**config.mk**
```make
export PLATFORM = sky130hd
export DESIGN_NAME = fetch_unit_r32i
export DESIGN_NICKNAME = d
export VERILOG_FILES = /design/src/rtl/fetch_unit_r32i.sv
export SDC_FILE = /design/constraint.sdc
export NUM_CORES = 1
export LEC_CHECK = 0
export BUFFER_PORTS_ARGS = -buffer_cell sky130_fd_sc_hd__buf_2
export CAP_MARGIN = 10
export CELL_PAD_IN_SITES_DETAIL_PLACEMENT = 2
export CELL_PAD_IN_SITES_GLOBAL_PLACEMENT = 2
export CORE_MARGIN = 2
export CORE_UTILIZATION = 27
export CTS_BUF_LIST = sky130_fd_sc_hd__clkbuf_8
export DETAILED_ROUTE_END_ITERATION = 6
export PLACE_DENSITY = 0.87
export SLEW_MARGIN = 20
export SYNTH_ARGS = -nofsm -noshare
export SYNTH_HDL_FRONTEND = slang
export SYNTH_SLANG_ARGS = --single-unit
```
**constraint.sdc**
```tcl
create_clock -name Clock -period 1.8 [get_ports Clock]
set_input_delay 0.09 -clock Clock [delete_from_list [all_inputs] [get_ports Clock]]
set_output_delay 0.09 -clock Clock [all_outputs]
set_load 0.01 [all_outputs]
```
**src/rtl/fetch_unit_r32i.sv**
```systemverilog
// fetch_unit_r32i: RV32I instruction fetch stage.
// Owns the program counter, fetches one word at a time over IMemReq/IMemAck
// and hands each instruction, with its address and return address, to the
// decoder over InsValid/InsReady. A redirect discards any wrong-path fetch.
// If a request is still waiting for its ack, the stage holds the old address
// until that ack arrives and only then fetches from the new PC.
// Build option MISALIGN_TRAP_EN: a redirect to a non-word-aligned target
// parks the stage in a terminal FAULT state. Without it, the low two target
// bits are cleared instead.

module fetch_unit_r32i #(
   parameter int unsigned      dataW       = 32,
   parameter logic [dataW-1:0] ResetVector = '0
) (
   input  logic             Clock,
   input  logic             Reset,
   output logic             IMemReq,
   output logic [dataW-1:0] IMemAddr,
   input  logic             IMemAck,
   input  logic [dataW-1:0] IMemData,
   output logic             InsValid,
   input  logic             InsReady,
   output logic [dataW-1:0] RawIns,
   output logic [dataW-1:0] ProgAddr,
   output logic [dataW-1:0] LinkAddr,
   input  logic             Redirect,
   input  logic [dataW-1:0] RedirectAddr,
   output logic [dataW-1:0] InsCount,
   output logic             InsFault
);

   typedef enum logic [2:0] {IDLE, FETCH, DRAIN, HOLD, FAULT} fetchState_t;

   localparam logic [dataW-1:0] wordStep  = dataW'(4);
   localparam logic [dataW-1:0] countStep = dataW'(1);
   localparam logic [dataW-1:0] alignMask = ~dataW'(3);

   fetchState_t      state, stateNext;
   logic [dataW-1:0] pc, pcNext;
   logic [dataW-1:0] drainAddr, drainAddrNext;
   logic [dataW-1:0] rawIns, rawInsNext;
   logic [dataW-1:0] progAddr, progAddrNext;
   logic [dataW-1:0] insCount, insCountNext;
   logic             faultPend, faultPendNext;
   logic [dataW-1:0] redirectTarget;
   logic             trapRedirect;

   // The PC only ever holds word addresses.
   assign redirectTarget = RedirectAddr & alignMask;

`ifdef MISALIGN_TRAP_EN
   assign trapRedirect = Redirect && (RedirectAddr[1:0] != 2'b00);
   assign InsFault     = (state == FAULT);
`else
   assign trapRedirect = 1'b0;
   assign InsFault     = 1'b0;
`endif

   // While draining a wrong-path request, the memory keeps seeing the old address.
   assign IMemAddr = (state == DRAIN) ? drainAddr : pc;
   assign RawIns   = rawIns;
   assign ProgAddr = progAddr;
   assign LinkAddr = progAddr + wordStep;
   assign InsCount = insCount;

   // Next-state logic, datapath next values and handshake outputs.
   always_comb begin
      // NOTE: everything written below gets a default first, so no path through the case can infer a latch.
      stateNext     = state;
      pcNext        = pc;
      drainAddrNext = drainAddr;
      rawInsNext    = rawIns;
      progAddrNext  = progAddr;
      insCountNext  = insCount;
      faultPendNext = faultPend;
      IMemReq       = 1'b0;
      InsValid      = 1'b0;

      case (state)
         IDLE: begin
            stateNext = FETCH;
            if (trapRedirect) begin
               progAddrNext = RedirectAddr;
               stateNext    = FAULT;
            end
         end

         FETCH: begin
            IMemReq = 1'b1;
            if (Redirect) begin
               pcNext = redirectTarget;
               if (!IMemAck) begin
                  drainAddrNext = pc;
                  stateNext     = DRAIN;
               end
               if (trapRedirect) begin
                  progAddrNext  = RedirectAddr;
                  faultPendNext = 1'b1;
                  if (IMemAck) begin
                     stateNext = FAULT;
                  end
               end
            end else if (IMemAck) begin
               rawInsNext   = IMemData;
               progAddrNext = pc;
               pcNext       = pc + wordStep;
               stateNext    = HOLD;
            end
         end

         DRAIN: begin
            IMemReq = 1'b1;
            if (Redirect) begin
               pcNext = redirectTarget;
               if (trapRedirect) begin
                  progAddrNext  = RedirectAddr;
                  faultPendNext = 1'b1;
               end
            end
            if (IMemAck) begin
               stateNext = faultPendNext ? FAULT : FETCH;
            end
         end

         HOLD: begin
            InsValid = 1'b1;
            // A redirect kills the held instruction even if the decoder is ready.
            if (Redirect) begin
               pcNext    = redirectTarget;
               stateNext = FETCH;
               if (trapRedirect) begin
                  progAddrNext = RedirectAddr;
                  stateNext    = FAULT;
               end
            end else if (InsReady) begin
               insCountNext = insCount + countStep;
               stateNext    = FETCH;
            end
         end

         FAULT: stateNext = FAULT;

         default: stateNext = IDLE;
      endcase
   end

   // State and datapath registers with synchronous active-high reset.
   always_ff @(posedge Clock) begin
      // NOTE: non-blocking assignments so every register updates from pre-edge values.
      if (Reset) begin
         state     <= IDLE;
         pc        <= ResetVector;
         drainAddr <= ResetVector;
         rawIns    <= '0;
         progAddr  <= ResetVector;
         insCount  <= '0;
         faultPend <= 1'b0;
      end else begin
         state     <= stateNext;
         pc        <= pcNext;
         drainAddr <= drainAddrNext;
         rawIns    <= rawInsNext;
         progAddr  <= progAddrNext;
         insCount  <= insCountNext;
         faultPend <= faultPendNext;
      end
   end

endmodule

```
==> results_dict.tcl <==
set metrics [dict create \
    setup_viol 188 \
    async_flop_share 0 \
    slew_headroom 0.467 \
    grt.total_usage 0.275 \
    io_pins 232 \
    status "finished with violations" \
    grt_pass1_vias 10600 \
    syn2layout_area_growth_pct 81.4 \
    pre_cts_slack_ps -155 \
    r2r_start "pc[18]$_SDFFE_PP0P_" \
    place_area_mm2 0.0101 \
    ys_ff_latch 157 \
    vdd_drop_max_uv 361 \
    cap_violations 0 \
    fin_area_mm2 0.0140 \
    htree_levels 4 \
    ys_types 56 \
    hpwlAfterDp_mm 25.0 \
    ys_seq_area_frac 0.406 \
    hold_class "in -> reg" \
    grt_pass1_wl_mm 64.3 \
    rr_worst_depth 7 \
    grt_max_degree 47 \
    vias_per_cell 5.71 \
    violations "hold timing, setup timing" \
    finClkSkew_ps 21.5 \
    rsz0062_at_grt "true" \
    cp-start-kind "flop" \
    critPathMaxFanout 5 \
    hold_depth 3 \
    initial_utilization 0.276 \
    worstSetupEndpointType "flop" \
    fp-row-count 61 \
    fp.coreArea_mm2 0.0280 \
    min_period_ps 2720 \
    die_w_um 173 \
    die-height_um 173 \
    holdWs_ps -0.644 \
    drv_slew 0 \
    fin_nets 1524 \
    layout_setup_ws_ps -916 \
    worstSetupPathType "reg -> reg" \
    leakagePower_nw 5.97 \
    ys.warnings.count 0 \
    hp-start "RedirectAddr[15]" \
    cts.path.max_buffers 2 \
    worst_pin_slew_ps 799 \
    ys.flop_type "dfxtp_1" \
    syn_inst 1011 \
    vias 10500 \
    cts_tree "yes" \
    clk_latency_ps 500 \
    firstDrtPassIters 6 \
    drt-total-wl_mm 59.7 \
    root_buffer "clkbuf_8" \
    finalHoldViolations 2 \
    cp-startpoint "pc[18]$_SDFFE_PP0P_" \
    critical_path_arrival_ps 3040 \
    fin_crit_sh 1.51 \
    gp_congestion 0.825 \
    io_buffer_count 222 \
    gr-total-overflow 0 \
    cp.required_ps 2120 \
    drt_iter0_markers 688 \
    synth_edf_count 0 \
    fillers 2917 \
    syn_area_mm2 0.00774 \
    antenna_found_initial 7 \
    path_clk_slew_ps 120 \
    p_per_area_mw_per_mm2 631 \
    cts.sink_count 157 \
    post_drt_wl_per_cell_um 32.3 \
    syn-mean-instance-area_um2 7.66 \
    dieArea_mm2 0.0301 \
    drive_gt1_frac 0.538 \
    drt_drc_violations_left 0 \
    max_freq_mhz 368 \
    ant_nets 0 \
    numCtsBuffers 17 \
]
## through the flow
stage / setup TNS [ps] / instances / utilization / power, mW
global placement: -588 / 1666 / 0.361 / 4.79
global route: -46480 / 1846 / 0.501 / 9.04
floorplan: -270 / 1017 / - / 4.30
finish: -41520 / 1848 / 0.501 / 8.86
CTS: -18290 / 1776 / 0.428 / 7.97
detailed placement: -1720 / 1666 / 0.361 / 4.85
## critical path, cell delays in order, from the launching register on
cell	delay, ps
dfxtp_1	520
nand2_1	250
nor4_4	370
buf_4	220
buf_4	150
nand4_1	110
a21o_1	270
a21oi_1	650
## flip-flops by register name, summed over array words and instances, names as in the netlist
signal and cells:
pc 30, ProgAddr 30, InsCount 32, state 3, drainAddr 30, RawIns 32
## cells by family after synthesis
logic type,synth area share
fa+ha+maj,0.00485
flops,0.406
other cells,0.000484
simple gates,0.277
compound gates,0.146
mux,0.0532
buf+inv,0.0536
xor+xnor,0.0588
## cell type report
| type | instances | area, µm² | share of cell area |
|---|---|---|---|
| multi-input cells | 762 | 5740 | 0.409 |
| inverters | 14 | 55.1 | 0.00392 |
| well taps | 378 | 473 | 0.0337 |
| clock buffers | 17 | 234 | 0.0167 |
| repair buffers | 500 | 4170 | 0.297 |
| flip-flops and latches | 157 | 3200 | 0.228 |
| diodes | 5 | 12.5 | 0.000891 |
| clock inverters | 15 | 160 | 0.0114 |
## path summary, 6_finish.rpt
path                                           endpoint  slack, ps
worst min register to register  RawIns[11]$_SDFFE_PP0P_        460
worst max register to register      pc[21]$_SDFFE_PP0P_       -920
worst max-delay path                pc[21]$_SDFFE_PP0P_       -920
worst min-delay path                pc[15]$_SDFFE_PP0P_       -0.6
## cells in the final DEF, fill, tap and decap left out, drive strengths merged, types with 4 or more instances in the layout
cell type	Yosys	final
buf	15	441
nand2	251	251
dfxtp	157	157
a21oi	120	120
dlygate4sd3	0	50
nor2	48	48
xnor2	40	40
mux2	33	33
o21ai	31	31
nand3	27	27
clkbuf	70	26
nand4	25	25
nor3	24	24
inv	14	21
and3	20	20
a31oi	13	13
xor2	12	12
or3	12	12
nor4	11	11
and2	11	11
and4	9	9
conb	1	7
nor2b	6	6
diode	0	5
or4	5	5
o22ai	5	5
a211oi	5	5
a21o	4	4
mux2i	4	4
a22oi	4	4
## layer usage
metal	track usage	routed length [µm]	vias to the layer above
li1	-	-	4363
met1	0.298	20500	5241
met2	0.510	30100	651
met3	0.0575	4340	285
met4	0.131	4710	8
met5	0	55	-
## repair_timing
| item | CTS | global route |
|---|---|---|
| endpoints found under the hold margin | 49 | 1 |
| setup endpoints to repair | 117 | 188 |
| gates resized for setup | 190 | 332 |
| gates cloned | 7 | 12 |
| pin swaps | 48 | 108 |
| setup buffers | 22 | 62 |
| hold buffers | 49 | 1 |
## cell usage after synthesis (7+ instances only)
library cell  number  area share
or3_1             12      0.0097
dfxtp_1          157        0.41
a21oi_1          120       0.078
nor2_1            48       0.023
xnor2_1           40       0.045
nand2_1          250        0.12
a31oi_1           13       0.011
xor2_1            12       0.014
and3_1            20       0.016
buf_4              7      0.0068
nor3_1            24       0.016
and4_1             7      0.0079
nor4_1            11      0.0089
buf_2              7      0.0045
nand4_1           24       0.019
inv_1             14      0.0068
o21ai_0           31       0.020
mux2_2            33       0.048
and2_1             9      0.0073
nand3_1           27       0.017
clkbuf_1          69       0.033
## power breakdown
part | internal, mW | switching [mW]
clock | 1.26 | 1.74
sequential | 3.57 | 0.134
combinational | 0.964 | 1.20
total | 5.79 | 3.07
Power figures use the tool's default switching activity.
